**src/rtl/hack_cpu_ctrl.sv**
```systemverilog
// hack_cpu_ctrl: multi-cycle Hack CPU control/datapath shell.
// Drives the external combinational Hack ALU, sequences instruction fetch
// and data memory accesses, and commits results to A, D and PC.
// Optional debug taps (A, D, state, retired count) under HACK_CPU_DEBUG_EN.
module hack_cpu_ctrl #(
  parameter int          PC_W     = 15,
  parameter int unsigned RESET_PC = 0
) (
  input  logic            clk,
  input  logic            reset,
  output logic            instr_req,
  output logic [PC_W-1:0] pc,
  input  logic [15:0]     instr_in,
  input  logic            instr_valid,
  output logic [PC_W-1:0] mem_addr,
  output logic            mem_re,
  output logic            mem_we,
  output logic [15:0]     mem_wdata,
  input  logic [15:0]     mem_rdata,
  input  logic            mem_ack,
  output logic [15:0]     alu_x,
  output logic [15:0]     alu_y,
  output logic            alu_zx,
  output logic            alu_nx,
  output logic            alu_zy,
  output logic            alu_ny,
  output logic            alu_f,
  output logic            alu_no,
  input  logic [15:0]     alu_out,
  input  logic            alu_zr,
  input  logic            alu_ng
`ifdef HACK_CPU_DEBUG_EN
  ,
  output logic [15:0]     dbg_a,
  output logic [15:0]     dbg_d,
  output logic [2:0]      dbg_state,
  output logic [31:0]     dbg_retired
`endif
);

  typedef enum logic [2:0] {
    FETCH   = 3'd0,
    DECODE  = 3'd1,
    READ_M  = 3'd2,
    EXEC    = 3'd3,
    WRITE_M = 3'd4,
    COMMIT  = 3'd5
  } state_t;

  state_t          state_q, state_d;
  logic [PC_W-1:0] pc_q, pc_d;
  logic [15:0]     a_q, a_d;
  logic [15:0]     d_q, d_d;
  logic [15:0]     ir_q, ir_d;
  logic [15:0]     m_q, m_d;
  logic [15:0]     r_q, r_d;
  logic            zr_q, zr_d;
  logic            ng_q, ng_d;

  logic [PC_W-1:0] pc_inc;
  logic            jmp;

  assign pc_inc = pc_q + {{(PC_W-1){1'b0}}, 1'b1};
  // Jump decision uses the flags captured in EXEC, not the live ALU flags.
  assign jmp    = (ir_q[2] & ng_q) | (ir_q[1] & zr_q) | (ir_q[0] & ~ng_q & ~zr_q);

  // Request strobes come straight from state, masked while reset is high.
  assign instr_req = (state_q == FETCH)   & ~reset;
  assign mem_re    = (state_q == READ_M)  & ~reset;
  assign mem_we    = (state_q == WRITE_M) & ~reset;

  assign pc        = pc_q;
  assign mem_addr  = a_q[PC_W-1:0];
  assign mem_wdata = r_q;

  assign alu_x  = d_q;
  assign alu_y  = ir_q[12] ? m_q : a_q;
  assign alu_zx = ir_q[11];
  assign alu_nx = ir_q[10];
  assign alu_zy = ir_q[9];
  assign alu_ny = ir_q[8];
  assign alu_f  = ir_q[7];
  assign alu_no = ir_q[6];

  // Next-state and datapath update for the instruction sequencer.
  always_comb begin
    state_d = state_q;
    pc_d    = pc_q;
    a_d     = a_q;
    d_d     = d_q;
    ir_d    = ir_q;
    m_d     = m_q;
    r_d     = r_q;
    zr_d    = zr_q;
    ng_d    = ng_q;
    case (state_q)
      FETCH: begin
        if (instr_valid) begin
          ir_d    = instr_in;
          state_d = DECODE;
        end
      end
      DECODE: begin
        if (!ir_q[15]) begin
          a_d     = {1'b0, ir_q[14:0]};
          pc_d    = pc_inc;
          state_d = FETCH;
        end else if (ir_q[12]) begin
          state_d = READ_M;
        end else begin
          state_d = EXEC;
        end
      end
      READ_M: begin
        if (mem_ack) begin
          m_d     = mem_rdata;
          state_d = EXEC;
        end
      end
      EXEC: begin
        r_d     = alu_out;
        zr_d    = alu_zr;
        ng_d    = alu_ng;
        state_d = ir_q[3] ? WRITE_M : COMMIT;
      end
      WRITE_M: begin
        if (mem_ack) state_d = COMMIT;
      end
      COMMIT: begin
        if (ir_q[5]) a_d = r_q;
        if (ir_q[4]) d_d = r_q;
        // Target is the pre-commit A, even when dest includes A.
        pc_d    = jmp ? a_q[PC_W-1:0] : pc_inc;
        state_d = FETCH;
      end
      default: state_d = FETCH;
    endcase
  end

  // Architectural and pipeline registers with synchronous reset.
  always_ff @(posedge clk) begin
    if (reset) begin
      state_q <= FETCH;
      pc_q    <= PC_W'(RESET_PC);
      a_q     <= '0;
      d_q     <= '0;
      ir_q    <= '0;
      m_q     <= '0;
      r_q     <= '0;
      zr_q    <= 1'b0;
      ng_q    <= 1'b0;
    end else begin
      state_q <= state_d;
      pc_q    <= pc_d;
      a_q     <= a_d;
      d_q     <= d_d;
      ir_q    <= ir_d;
      m_q     <= m_d;
      r_q     <= r_d;
      zr_q    <= zr_d;
      ng_q    <= ng_d;
    end
  end

`ifdef HACK_CPU_DEBUG_EN
  logic [31:0] retired_q, retired_d;

  assign retired_d = retired_q +
    32'(((state_q == DECODE) && !ir_q[15]) || (state_q == COMMIT));

  // Retired-instruction counter: A-instructions at DECODE, C-instructions at COMMIT.
  always_ff @(posedge clk) begin
    if (reset) retired_q <= '0;
    else       retired_q <= retired_d;
  end

  assign dbg_a       = a_q;
  assign dbg_d       = d_q;
  assign dbg_state   = state_q;
  assign dbg_retired = retired_q;
`endif

endmodule

```
**config.mk**
```make
export PLATFORM = sky130hd
export DESIGN_NAME = hack_cpu_ctrl
export DESIGN_NICKNAME = d
export VERILOG_FILES = /design/src/rtl/hack_cpu_ctrl.sv
export SDC_FILE = /design/constraint.sdc
export NUM_CORES = 1
export LEC_CHECK = 0
export CORE_MARGIN = 3
export CORE_UTILIZATION = 42
export CTS_CLUSTER_DIAMETER = 100
export DETAILED_ROUTE_END_ITERATION = 12
export PLACE_DENSITY = 0.76
export SLEW_MARGIN = 10
export SYNTH_ARGS = -nofsm -noshare
export SYNTH_HDL_FRONTEND = slang
export SYNTH_SLANG_ARGS = --single-unit
```
**constraint.sdc**
```tcl
create_clock -name clk -period 2 [get_ports clk]
set_clock_uncertainty 0.15 [all_clocks]
set_input_delay 0.4 -clock clk [delete_from_list [all_inputs] [get_ports clk]]
set_output_delay 0.4 -clock clk [all_outputs]
set_load 0.01 [all_outputs]
```
* Yosys cells after proc, flatten, opt, wreduce, memory -nomap -nowiden *
Index checks and enable logic that the tools add are counted.

word-level totals
  bits in registers = 100
  bits of input ports = 54
  logic and storage cells = 54

operators by class
  add/subtract/negate cells = 1
  equal/unequal tests = 10
  muxes and demuxes = 14
  bitwise operators = 12
  reductions and logical operators = 8

operator list
  operator                 number
  $mux W16                 3
  $pmux W16 S2             1
  $mux W15                 2
  $pmux W15 S2             1
  $add A15 B1 Y15 const B  1
  $pmux W3 S5              1
  $ne A2 B2 Y1 const B     5
  $mux W3                  3
  $reduce_and A2 Y1        4
  $and A1 B1 Y1            7
  $eq A3 B2 Y1 const B     2
  $eq A3 B3 Y1 const B     2
  $reduce_and A3 Y1        2
  $eq A3 B1 Y1 const B     1
  $logic_not A3 Y1         1
  $not A1 Y1               3
  $mux W1                  2
  $mux W2                  1
  $or A1 B1 Y1             2
  $reduce_bool A2 Y1       1

* Logic depth before layout (Yosys ltp) *
Gate-level depths: netlist (run 1).

  word-level depth = 6
  mapped depth = 7
  gate-level depth less buffers = 5

* Least setup slack after synthesis (run 1) *
Ideal clock, no wire load.

  kind = flip-flop to flip-flop
  start = register pc_q[0], in the netlist pc[0]
  end = register pc_q[14], in the netlist pc[14]
  setup time = 0.074 ns
  arrival = 1.912 ns
  data required time = 1.776 ns
  setup slack = -0.136 ns
  cell stages (with the launch flop) = 6
  cell sequence = dfxtp_1 -> ha_1 -> nand2_1 -> or4_1 -> or4b_1 -> a31oi_1

between the ends
  cells in the longest elaborated chain, start to end = 3
  elaborated cells on any way between the ends = 4
  those cells by class = 1 x add/sub; 3 x mux

ends and longest elaborated chain
  what                                line      RTL
  start: declaration                  51        logic [PC_W-1:0] pc_q, pc_d;
  start signal: assignment            144       pc_q <= PC_W'(RESET_PC);
  start signal: assignment            154       pc_q <= pc_d;
  $add A15 B1 Y15 (*)                 63        assign pc_inc = pc_q + {{(PC_W-1){1'b0}}, 1'b1};
  $mux W15, on equally long branches  133, 104
  $pmux W15 S2 (*)                    96        case (state_q)

Every way passes the cells marked *; elsewhere a longest branch is shown, timed or not. The select of a mux whose other input is x is not followed.
A chain may end at the register's enable or synchronous reset.

* Worst setup path in the final report (run 1) *
  start = register ir_q[12]
  end = output alu_y[1]

between the ends
  cells in the longest elaborated chain, start to end = 1

ends and longest elaborated chain
  what                      line  RTL
  start: declaration        54    logic [15:0] ir_q, ir_d;
  start signal: assignment  157   ir_q <= ir_d;
  $mux W16                  77    assign alu_y = ir_q[12] ? m_q : a_q;
  end: declaration          22    output logic [15:0] alu_y,

No other way between the ends.

==> results of run 1 <==
==> how the worst min path moves through the flow <==
stage           start      end  slack, ns  cells past startpoint
2_1_floorplan  m_q[0]   m_q[0]       0.28                      2
3_3_place_gp   m_q[5]   m_q[5]       0.29                      2
3_5_place_dp   m_q[9]   m_q[9]       0.30                      2
4_1_cts         reset  m_q[15]       0.10                      2
5_1_grt         reset  m_q[15]        0.1                      2
6_report        reset  m_q[15]       0.11                      2
==> critical path, stage by stage (launching register included) <==
cell       delay [ns]
dfxtp_4          0.38
bufbuf_16        0.26
mux2_2           0.34
buf_6            0.12
==> area by class of cell <==
type,instances,area [sq um]
fill,942,3960
multi-input combinational,401,2230
sequential,100,2020
timing repair buffer,186,1780
tap,136,170
clock buffer,10,138
clock inverter,6,53.8
inverter,8,30.0
==> power groups by stage <==
stage / clock network [mW] / registers [mW] / logic (mW)
2_1_floorplan: 0 / 2.14 / 0.284
3_3_place_gp: 0 / 2.16 / 0.570
3_5_place_dp: 0 / 2.16 / 0.578
4_1_cts: 1.28 / 2.12 / 0.590
5_1_grt: 1.37 / 2.13 / 0.647
6_report: 1.25 / 2.12 / 0.600
==> cells by family after synthesis <==
kind of cell | share of synthesized area, %
xor gates and xnor gates | 0.586
AOI/OAI and AO/OA | 16.0
DFF | 44.6
muxes | 5.99
adders and majority gates | 0.279
buffers and inverters | 7.30
and+or+nand+nor | 25.3
==> Yosys cell counts (all sizes together), types with 2 or more instances <==
cell / count / area share, %
nand3b: 5 / 0.84
nand2b: 3 / 0.42
xor2: 3 / 0.59
nand2: 173 / 14
o32ai: 7 / 1.4
clkbuf: 28 / 2.3
or4: 4 / 0.67
nor3: 3 / 0.33
and2: 4 / 0.59
inv: 8 / 0.67
nor2: 22 / 1.8
o31ai: 2 / 0.33
and3: 2 / 0.28
nor4: 5 / 0.70
mux2: 15 / 3.8
nor3b: 2 / 0.33
buf: 27 / 4.3
nand4: 3 / 0.56
o21ai: 3 / 0.42
a211oi: 5 / 0.84
nor4b: 2 / 0.53
nor2b: 3 / 0.42
nand3: 10 / 1.1
dfxtp: 100 / 45
and3b: 2 / 0.39
a21oi: 78 / 8.7
mux2i: 10 / 2.2
or3: 3 / 0.42
a31oi: 2 / 0.28
or2: 4 / 0.56
a311oi: 16 / 3.1
==> through the flow <==
stage          instances  setup TNS, ns  cell area (sq um)
6_report             847       -0.00288               6410
5_1_grt              847         -0.109               6410
4_1_cts              849         -0.122               6360
3_5_place_dp         827              0               6120
3_3_place_gp         827              0               6120
2_1_floorplan        564              0               4500
==> timing repair <==
| item | 4_1_cts | 5_1_grt |
|---|---|---|
| cloned | 2 | 0 |
| endpoints found under the setup margin | 19 | 44 |
| resized for setup | 75 | 30 |
| buffers inserted | 4 | 0 |
| pin swaps | 0 | 1 |
| hold buffers | 0 | 0 |
==> per-layer routing <==
| layer | up-vias | part of all wire [%] | track usage [%] |
|---|---|---|---|
| met5 | - | 0 | 0 |
| met4 | 0 | 1.1 | 5.52 |
| met3 | 16 | 8.9 | 7.11 |
| met2 | 154 | 47 | 36.2 |
| met1 | 2078 | 43 | 29.4 |
| li1 | 2197 | - | - |
==> flip-flops by register name (all words and copies together), names as in the netlist <==
register / flops
m_q: 16
ng_q: 1
alu_x: 16
zr_q: 1
mem_wdata: 16
a_q: 16
state_q: 3
ir_q: 16
pc: 15
==> placed cells by master, fill, tap and decap left out, types with 3 or more instances in the layout <==
cell type        count
a211oi_1             5
a21oi_1             78
a311oi_1            16
and2_1               3
buf_2                6
buf_4               42
buf_6               12
clkbuf_8            10
clkdlybuf4s50_1    116
dfxtp_1             90
dfxtp_2              9
dlymetal6s2s_1       4
inv_1                8
mux2_1               3
mux2_2               5
mux2_4               7
mux2i_1             10
nand2_1            172
nand2b_1             3
nand3_1             10
nand3b_1             5
nor2_1              22
nor2b_1              3
nor3_1               3
nor4_1               5
o32ai_1              7
or3_1                3
or4_1                3
xor2_1               3
==> qor.csv, run 1 <==
metric,value,unit
core_area,10400,sq um
gr-total-overflow,0,
initialDrtViolationCount,236,
fp.dieW,109,um
endpoint_kind,output pin,
synth-seq-cells,100,
max_freq,0.499,GHz
setup-violations-final,1,
synth_nets,619,
max-cap-violations,0,
fin_crit_sh,100,%
crit_end,alu_y[1],
power_frac_seq,53.4,%
fin_total_pwr,3.97,mW
pwr-share-comb,15.1,%
areaGrowthSynthToFinish,42.8,%
route.detailed.drc,0,
post-route-min-period,2.00,ns
port_buffers,140,
grt_pass1_vias,4320,
powerDensity,620,nW/um^2
leakage,2.36,nW
num_io_pins,141,
ys.flop_type,dfxtp_1,
reg2reg_setup_slack,0.07,ns
cts.htree.levels,3,
criticalPathCategory,flip-flop to output pin,
synth-async-reset-ratio,0,%
pre_cts_ws,0.0159,ns
drtPass1Iterations,4,
num_vias,4445,
cts_tree,done,
synth_cell_types,51,
synth-seq-area-share,44.6,%
cts_max_path_buffers,2,
grt_pass1_wl,21500,um
power_switching,1.07,mW
tightest_slew,0.477,ns
critical_path.max_fanout,5,
grt_use_total,22.5,%
slew_headroom,68.2,%
slew_violations,0,
p_clk_share,31.5,%
synthCells,564,
utilization,61.8,%
cts-buffers-inserted,9,
antenna_left,0,
syn-cell-area,4490,sq um
setup.worst_path.start,ir_q[12],
layout_setup_ws,-0.00288,ns
synth_edf_count,0,
vdd_ir_drop_max,364,uV
antenna_found_initial,0,
rsz0062_at_grt,true,
critical_path_arrival,1.45,ns
final_layout_size_suffix_gt1_share,16.2,%
gp_congestion,0.867,
die_h,109,um
avgViaCountPerCell,5.25,
final_net_count,761,
yosys_warnings,0,
wl_per_cell,15.9,um
n_antenna_cell,0,
power.internal,2.90,mW
crit_required,1.45,ns
crit_path_start_kind,flip-flop,
netSwitchingFraction,27.0,%
worstReg2RegEnd,pc[14],
holdWs,0.113,ns
violations,setup timing,
die-area,12000,sq um
rows,37,
grt_max_degree,101,
avgSynthCellArea,7.96,sq um
r2r_cells,5,
insertion_delay,0.36,ns
timing.rr.start,pc[0],
dp_hpwl,9680,um
initial_core_util,43.3,%
clk_pin_slew_worst_paths,0.10,ns
outcome,finished with violations,
hold_viol_final,0,
cts_root_buffer,clkbuf_8,
clock-sinks,100,
wl,13500,um
worstHoldPathType,input port to flip-flop,
(Power assumes the default switching activity.)
==> inputs of run 2 (changes only) <==
--- a/config.mk
+++ b/config.mk
@@ -5,11 +5,14 @@
 export SDC_FILE = /design/constraint.sdc
 export NUM_CORES = 1
 export LEC_CHECK = 0
+export CELL_PAD_IN_SITES_DETAIL_PLACEMENT = 0
+export CELL_PAD_IN_SITES_GLOBAL_PLACEMENT = 1
 export CORE_MARGIN = 3
-export CORE_UTILIZATION = 42
+export CORE_UTILIZATION = 30
 export CTS_CLUSTER_DIAMETER = 100
 export DETAILED_ROUTE_END_ITERATION = 12
-export PLACE_DENSITY = 0.76
+export PLACE_DENSITY_LB_ADDON = 0.1
+export SKIP_CTS_REPAIR_TIMING = 1
 export SLEW_MARGIN = 10
 export SYNTH_ARGS = -nofsm -noshare
 export SYNTH_HDL_FRONTEND = slang
==> run 2 against run 1 <==
Compared with the run above:
- the flow now finishes without violations
- design area increased by 4.5%
- sequential share of layout area decreased by 1.4 points
- critical endpoint is now mem_addr[12]
- cell count increased by 6.1%
==> qor.csv, run 2 (same netlist as run 1, synthesis figures left out) <==
metric,value,unit
route.detailed.drc,0,
power_frac_seq,48.0,%
vdd_ir_drop_max,491,uV
r2r_cells,5,
rows,44,
slew_violations,0,
outcome,completed,
setup.worst_path.start,a_q[12],
core_area,14600,sq um
layout_setup_ws,0.0495,ns
die_h,128,um
criticalPathCategory,flip-flop to output pin,
pwr-share-comb,14.0,%
initial_core_util,30.8,%
n_antenna_cell,0,
worstReg2RegEnd,pc[14],
crit_path_start_kind,flip-flop,
cts_tree,done,
grt_use_total,17.7,%
fin_crit_sh,97.5,%
tightest_slew,0.497,ns
hold_viol_final,0,
clock-sinks,100,
final_layout_size_suffix_gt1_share,13.7,%
stdcell_count,899,
gp_congestion,0.835,
insertion_delay,0.35,ns
drtPass1Iterations,4,
netSwitchingFraction,25.5,%
power.internal,3.28,mW
num_vias,4315,
pre_cts_ws,0.0377,ns
critical_path.max_fanout,3,
p_clk_share,38.0,%
slew_headroom,66.8,%
areaGrowthSynthToFinish,49.2,%
num_io_pins,141,
crit_required,1.45,ns
max-cap-violations,0,
dp_cells,882,
avgViaCountPerCell,4.80,
leakage,2.63,nW
cts-buffers-inserted,9,
clk_pin_slew_worst_paths,0.07,ns
final_cell_mix,"nand2_1, clkdlybuf4s50_1, dfxtp_1, a21oi_1, buf_4",
wl_per_cell,16.3,um
power_switching,1.12,mW
dp_hpwl,10500,um
hold_depth,2,
mostFrequentLayoutCell,nand2_1,
worstHoldEndpoint,ir_q[14],
cts_root_buffer,clkbuf_16,
antenna_found_initial,0,
fp.dieW,128,um
gr-total-overflow,0,
cts_max_path_buffers,2,
fin_total_pwr,4.40,mW
die-area,16500,sq um
critical_path_arrival,1.40,ns
port_buffers,140,
setup-violations-final,0,
reg2reg_setup_slack,0.06,ns
initialDrtViolationCount,245,
antenna_left,0,
final_net_count,765,
wl,14700,um
worstHoldPathType,flip-flop to flip-flop,
endpoint_kind,output pin,
timing.rr.start,pc[1],
final.setup.tns,0,ns
grt_max_degree,102,
grt_pass1_vias,4377,
powerDensity,657,nW/um^2
grt_pass1_wl,23200,um
rsz0062_at_grt,false,
post-route-min-period,1.95,ns
worstHoldStart,ir_q[14],
cts.htree.levels,3,
max_freq,0.513,GHz
[run 2: cell types whose count changed in the layout (fill, tap and decap cells not counted), moves of 3 or more]
cell             delta
clkbuf_8            -9
mux2_2              +4
buf_6              -12
clkbuf_16          +10
mux2_1              +3
buf_2               -6
buf_12              +7
mux2_4              -7
clkdlybuf4s50_1     +4
dlymetal6s2s_1     +15
[run 2: power by group through the flow]
stage / registers [mW] / clock network [mW] / logic (mW)
after CTS: 2.11 / 1.73 / 0.622
after global routing: 2.12 / 1.80 / 0.670
after floorplan: 2.14 / 0 / 0.284
after global placement: 2.16 / 0 / 0.615
after detailed placement: 2.16 / 0 / 0.620
final: 2.11 / 1.67 / 0.616
[run 2: stage by stage]
stage,util [%],hold slack (ns),cell area (sq um)
after detailed placement,43.3,0.296,6310
after floorplan,-,0.283,4500
after global routing,45.9,0.328,6700
after CTS,45.2,0.307,6590
after global placement,43.3,0.288,6310
final,45.9,0.305,6700
[run 2: final cells by class]
class / count / area [sq um]
sequential: 100 / 2010
clock buffer: 11 / 243
clock inverter: 5 / 36.3
fill: 1435 / 7890
multi-input combinational: 401 / 2200
inverter: 8 / 30.0
timing repair buffer: 190 / 1940
tap: 184 / 230
[run 2: per-layer routing]
metal	track usage (%)	part of all wire, %
met1	24.2	48
met3	6.67	7.0
met2	27.1	45
met4	3.06	0.54
met5	0	0
[run 2: critical path, cell delays in order (launching register included)]
cell and delay (ns):
dfxtp_1 0.37, buf_4 0.15, clkdlybuf4s50_1 0.54
[run 2: how the worst max path moves through the flow]
stage | endpoint | slack [ns] | depth (start not counted)
2_1_floorplan | pc[14] | 0.02 | 5
3_3_place_gp | mem_we | 0.04 | 3
3_5_place_dp | mem_we | 0.04 | 3
4_1_cts | alu_y[7] | -0.32 | 3
5_1_grt | pc[0] | 0.004 | 2
6_report | mem_addr[12] | 0.05 | 2
==> patch 1 (settings of run 1) <==
Encoding of `state_t`: now one-hot (6 bits for 6 states).
--- a/src/rtl/hack_cpu_ctrl.sv
+++ b/src/rtl/hack_cpu_ctrl.sv
@@ -39,11 +39,11 @@
 );
 
-  typedef enum logic [2:0] {
-    FETCH   = 3'd0,
-    DECODE  = 3'd1,
-    READ_M  = 3'd2,
-    EXEC    = 3'd3,
-    WRITE_M = 3'd4,
-    COMMIT  = 3'd5
+  typedef enum logic [5:0] {
+    FETCH   = 6'b000001,
+    DECODE  = 6'b000010,
+    READ_M  = 6'b000100,
+    EXEC    = 6'b001000,
+    WRITE_M = 6'b010000,
+    COMMIT  = 6'b100000
   } state_t;
 
Check against the original RTL: same outputs for any inputs over 10 cycles, from zero or initial values and one cycle with reset high; not proved beyond that.
==> patch 1 against run 1 <==
  * The run still ends with negative setup slack left
  * Non-clock buffer count grew 7
  * Sequential share of layout area shrank 0.12 points
  * Sequential cell count grew 3
  * Final area grew 3.7%
  * Combinational power shrank 11%
  * Synthesized cell count grew 0.35%
  * Wire length grew 7.5%
  * Maximum frequency shrank 4.8%
  * Synthesized area grew 2.4%
  * Register-to-register slack lost 0.17 ns
  * Global-route usage grew 0.49 points
  * Setup slack lost 0.10 ns
  * Power grew 2.3%
  * Critical endpoint is now pc[10]$_SDFFE_PP0P_
==> patch 1: results (changes against run 1) <==
metric,value,unit,change
status,"complete, but fails checks",,unchanged
failing checks,negative setup slack,,unchanged
Reg2Reg Depth,7,,was 5
reg-to-reg endpoint,pc[10]$_SDFFE_PP0P_,,was pc[14]$_SDFFE_PP0P_
CP Launch Point,state_q[4]$_SDFFE_PP0P_,,was ir_q[12]$_SDFFE_PP0P_
Hold Path Depth,3,,was 2
routability-driven placement congestion ratio,0.8761,,was 0.8671
drt pass-1 iters,5,,was 4
Final Net Count,771,,was 761
hpwl dp,10440,microns,was 9678 microns
met1 usage,30.39,%,was 29.45%
Setup-failing EPs final,33,,was 1
worst-path fanout max,6,,was 5
Post-Syn Nets,621,,was 619
cell type group with the largest total delay on the critical path,simple AND/OR/NAND/NOR gates,,was flip-flops
"Distinct cells, synth",50,,was 51
final setup margin,-0.1029,ns,was -0.002876 ns
post-route setup TNS,-1.752,ns,was -0.002876 ns
worst-margin pin slew,0.7094,ns,was 0.4773 ns
Static Leak,2.404,nW,was 2.362 nW
Synth top cells by count,"nand2_1 (108), dfxtp_1 (103), a21oi_1 (70)",,"was nand2_1 (173), dfxtp_1 (100), a21oi_1 (78)"
CP Data Arrival Time,2.23,ns,was 1.45 ns
first-pass GRT wire length,23460,microns,was 21450 microns
pre-CTS setup slack,-0.2542,ns,was 0.01588 ns
fillers,882,,was 942
routing usage on met3,5.479,%,was 7.105%
average wire per standard cell,16.91,microns,was 15.91 microns
largest net degree at the start of global routing,70,,was 101
DR iter-0 viols,366,,was 236
register area share after synthesis,44.88,%,was 44.61%
==> patch 1: cell types whose count changed in the layout (fill, tap and decap cells not counted), moves of 5 or more <==
cell	before	now
nand3_1	10	40
mux2i_1	10	16
a21oi_1	78	70
nand2_1	172	106
dfxtp_2	9	14
mux2_4	7	2
nor2_2	0	7
nor2_1	22	39
buf_2	6	13
mux2_2	5	14
o21ai_0	1	7
==> patch 1: cell type report <==
class / count / area, sq um / share of cell area (%)
clock buffers: 9 / 123.9 / 1.864
clock inverters: 7 / 85.08 / 1.280
inverters: 8 / 30.03 / 0.4518
multi-input cells: 401 / 2354 / 35.41
flip-flops and latches: 103 / 2083 / 31.34
well taps: 136 / 170.2 / 2.560
repair buffers: 193 / 1800 / 27.09
==> patch 1: tightest hold or removal path, stage by stage <==
cell    delay (ns)
buf_4         0.13
or4_4         0.15
nor2_1        0.04
==> patch 1: cells by family (layout without fill, tap and decap cells) <==
| logic type | after synthesis | in the layout | share of synthesized area, % |
|---|---|---|---|
| adder cells (fa/ha/maj) | 1 | 1 | 0.2723 |
| AO/OA/AOI/OAI | 127 | 127 | 17.10 |
| buffers and inverters | 62 | 217 | 6.590 |
| multiplexers | 32 | 32 | 7.407 |
| XOR/XNOR | 4 | 4 | 0.7627 |
| flip-flops | 103 | 103 | 44.88 |
| AND/OR/NAND/NOR | 237 | 237 | 22.99 |
==> patch 1: metrics by stage <==
stage,total power [mW],cells,hold slack (ns)
6_report,4.064,857,0.2397
2_1_floorplan,2.419,566,0.2794
5_1_grt,4.220,857,0.2379
3_5_place_dp,2.685,828,0.2964
3_3_place_gp,2.675,828,0.2906
4_1_cts,4.072,857,0.2626
==> patch 1: layer usage <==
metal | vias up | part of all wire [%] | routed length, microns
met5 | - | 0 | 0
met4 | 0 | 2.3 | 334
met3 | 28 | 7.9 | 1145
met2 | 218 | 48 | 6899
met1 | 2263 | 42 | 6109
li1 | 2279 | - | -
==> patch 1: report_power, final <==
part	switching [mW]	internal (mW)	leakage, nW	total (mW)
Clock	0.766	0.606	0.107	1.37
Sequential	0.0626	2.10	0.841	2.16
Combinational	0.233	0.301	1.46	0.534
==> patch 1: worst max-delay path by stage <==
stage | endpoint | slack (ns)
6_report | pc[10]$_SDFFE_PP0P_ | -0.10
5_1_grt | pc[11]$_SDFFE_PP0P_ | -0.17
4_1_cts | a_q[9]$_SDFFE_PP0P_ | -0.11
3_5_place_dp | state_q[0]$_SDFFE_PP1P_ | -0.25
3_3_place_gp | state_q[0]$_SDFFE_PP1P_ | -0.16
2_1_floorplan | pc[6]$_SDFFE_PP0P_ | -0.03
==> patch 1: what timing repair did <==
action | CTS | global route
pin swaps | 23 | 14
hold buffers | 0 | 0
setup buffers | 10 | 1
hold endpoints to repair | 0 | 0
setup endpoints to repair | 71 | 84
cloned | 3 | 0
resized for setup | 104 | 37
==> patch 2 (settings of run 1) <==
Made on the original files. The option `HACK_CPU_DEBUG_EN` is turned on by a define.
--- a/src/rtl/hack_cpu_ctrl.sv
+++ b/src/rtl/hack_cpu_ctrl.sv
@@ -3,4 +3,6 @@
 // and data memory accesses, and commits results to A, D and PC.
 // Optional debug taps (A, D, state, retired count) under HACK_CPU_DEBUG_EN.
+`define HACK_CPU_DEBUG_EN
+
 module hack_cpu_ctrl #(
   parameter int          PC_W     = 15,
Check against the original RTL (old outputs only; new: dbg_a, dbg_d, dbg_retired and dbg_state): equivalent (Yosys induction, for registers that start in step).
==> patch 2 against run 1 <==
  * The flow still finishes with violations (negative setup slack)
  * Final area up 57%
  * Synthesized area up 36%
  * Wire length up 64%
  * Sequential cell count up 32
  * Non-clock buffer count up 128
  * Setup slack worse by 0.60 ns
  * Power up 74%
  * Register-to-register slack worse by 0.67 ns
==> patch 2: results (changes against run 1) <==
metric,value,unit,change
total track usage,26.28,%,was 22.51%
via count,6546,,was 4445
fraction of final layout cells sized beyond drive strength 1,25.05,%,was 16.17%
clk_lat worst skew,0.42,ns,was 0.36 ns
clock-pin slew on the worst setup and hold paths,0.06,ns,was 0.10 ns
compound-gate portion of the synthesized area,14.32,%,was 15.97%
Post-Syn Nets,811,,was 619
hold wc startpoint,m_q[0]$_SDFFE_PP0P_,,was reset
Setup-failing EPs final,25,,was 1
register area share after synthesis,43.44,%,was 44.61%
status,"complete, but fails checks",,unchanged
P_sw,1.664,mW,was 1.073 mW
post-route setup TNS,-8.845,ns,was -0.002876 ns
Slew HR,56.70,%,was 68.18%
CTS Buf Count,17,,was 9
final setup margin,-0.6019,ns,was -0.002876 ns
Static Leak,4.249,nW,was 2.362 nW
XOR/XNOR share of the synthesized area,2.016,%,was 0.5854%
Reg2Reg Depth,9,,was 5
routed vias/inst,5.446,,was 5.248
worst hold endpoint,m_q[0]$_SDFFE_PP0P_,,was m_q[15]$_SDFFE_PP0P_
first-pass GRT wire length,33660,microns,was 21450 microns
failing checks,negative setup slack,,unchanged
worst r2r src,dbg_state[1]$_SDFFE_PP0P_,,was pc[0]$_SDFFE_PP0P_
H-tree Lvls,4,,was 3
cells after synthesis,753,,was 564
[patch 2: cell types whose count changed after synthesis, sizes merged, moves of 6 or more]
cell,change
o21ai,+11
nor2,+22
xnor2,+9
nand2,+9
dfxtp,+32
or3,+6
mux2,+7
nor3,+7
buf,+14
and4,+7
inv,+7
nand4,+8
nand3,+9
clkbuf,+8
[patch 2: metrics by stage]
step / util [%] / area (sq um) / setup slack, ns / power [mW]
5_1_grt: 71.57 / 10050 / -0.6459 / 7.139
3_3_place_gp: 62.42 / 8765 / -0.5958 / 3.583
2_1_floorplan: - / 6152 / -0.8688 / 3.138
6_report: 71.57 / 10050 / -0.6019 / 6.925
4_1_cts: 69.64 / 9779 / -0.5873 / 6.914
3_5_place_dp: 62.42 / 8765 / -0.6157 / 3.590
[patch 2: power by group through the flow]
| stage | sequential (mW) | combinational, mW | clock, mW |
|---|---|---|---|
| after floorplan | 2.83 | 0.311 | 0 |
| after global placement | 2.81 | 0.772 | 0 |
| after detailed placement | 2.81 | 0.778 | 0 |
| after CTS | 2.76 | 0.827 | 3.33 |
| after global routing | 2.77 | 0.899 | 3.47 |
| final | 2.76 | 0.842 | 3.32 |
[patch 2: critical path: stages, from the launching register on]
cell and delay (ns):
dfxtp_2 0.31, nand2b_4 0.13, or2_4 0.26, inv_4 0.06
ha_4 0.13, ha_4 0.14, nand2_4 0.05, or4_4 0.50
or4_4 0.44, mux2_4 0.32
[patch 2: timing repair]
| item | 4_1_cts | 5_1_grt |
|---|---|---|
| setup endpoints to repair | 75 | 79 |
| pin swaps | 12 | 7 |
| cloned | 2 | 0 |
| setup buffers | 14 | 5 |
| resized for setup | 180 | 78 |
[patch 2: area by class of cell]
| type | count | area (sq um) | area share [%] |
|---|---|---|---|
| clock buffer | 22 | 484.2 | 4.818 |
| clock inverter | 10 | 146.4 | 1.457 |
| inverter | 15 | 58.81 | 0.5852 |
| multi-input combinational | 529 | 3400 | 33.83 |
| sequential | 132 | 2676 | 26.63 |
| tap | 180 | 225.2 | 2.241 |
| timing repair buffer | 314 | 3059 | 30.44 |
[patch 2: metal layers]
layer	GRT usage [%]	vias up	share of wire [%]
met3	7.747	42	8.1
met2	43.31	310	49
li1	-	3096	-
met5	0	-	0
met4	9.842	0	2.4
met1	32.58	3098	40
[patch 2: kinds of logic after synthesis]
| kind of cell | after synthesis |
|---|---|
| AOI/OAI and AO/OA | 143 |
| DFF | 132 |
| muxes | 31 |
| adders and majority gates | 4 |
| buffers and inverters | 92 |
| xor gates and xnor gates | 14 |
| and+or+nand+nor | 337 |
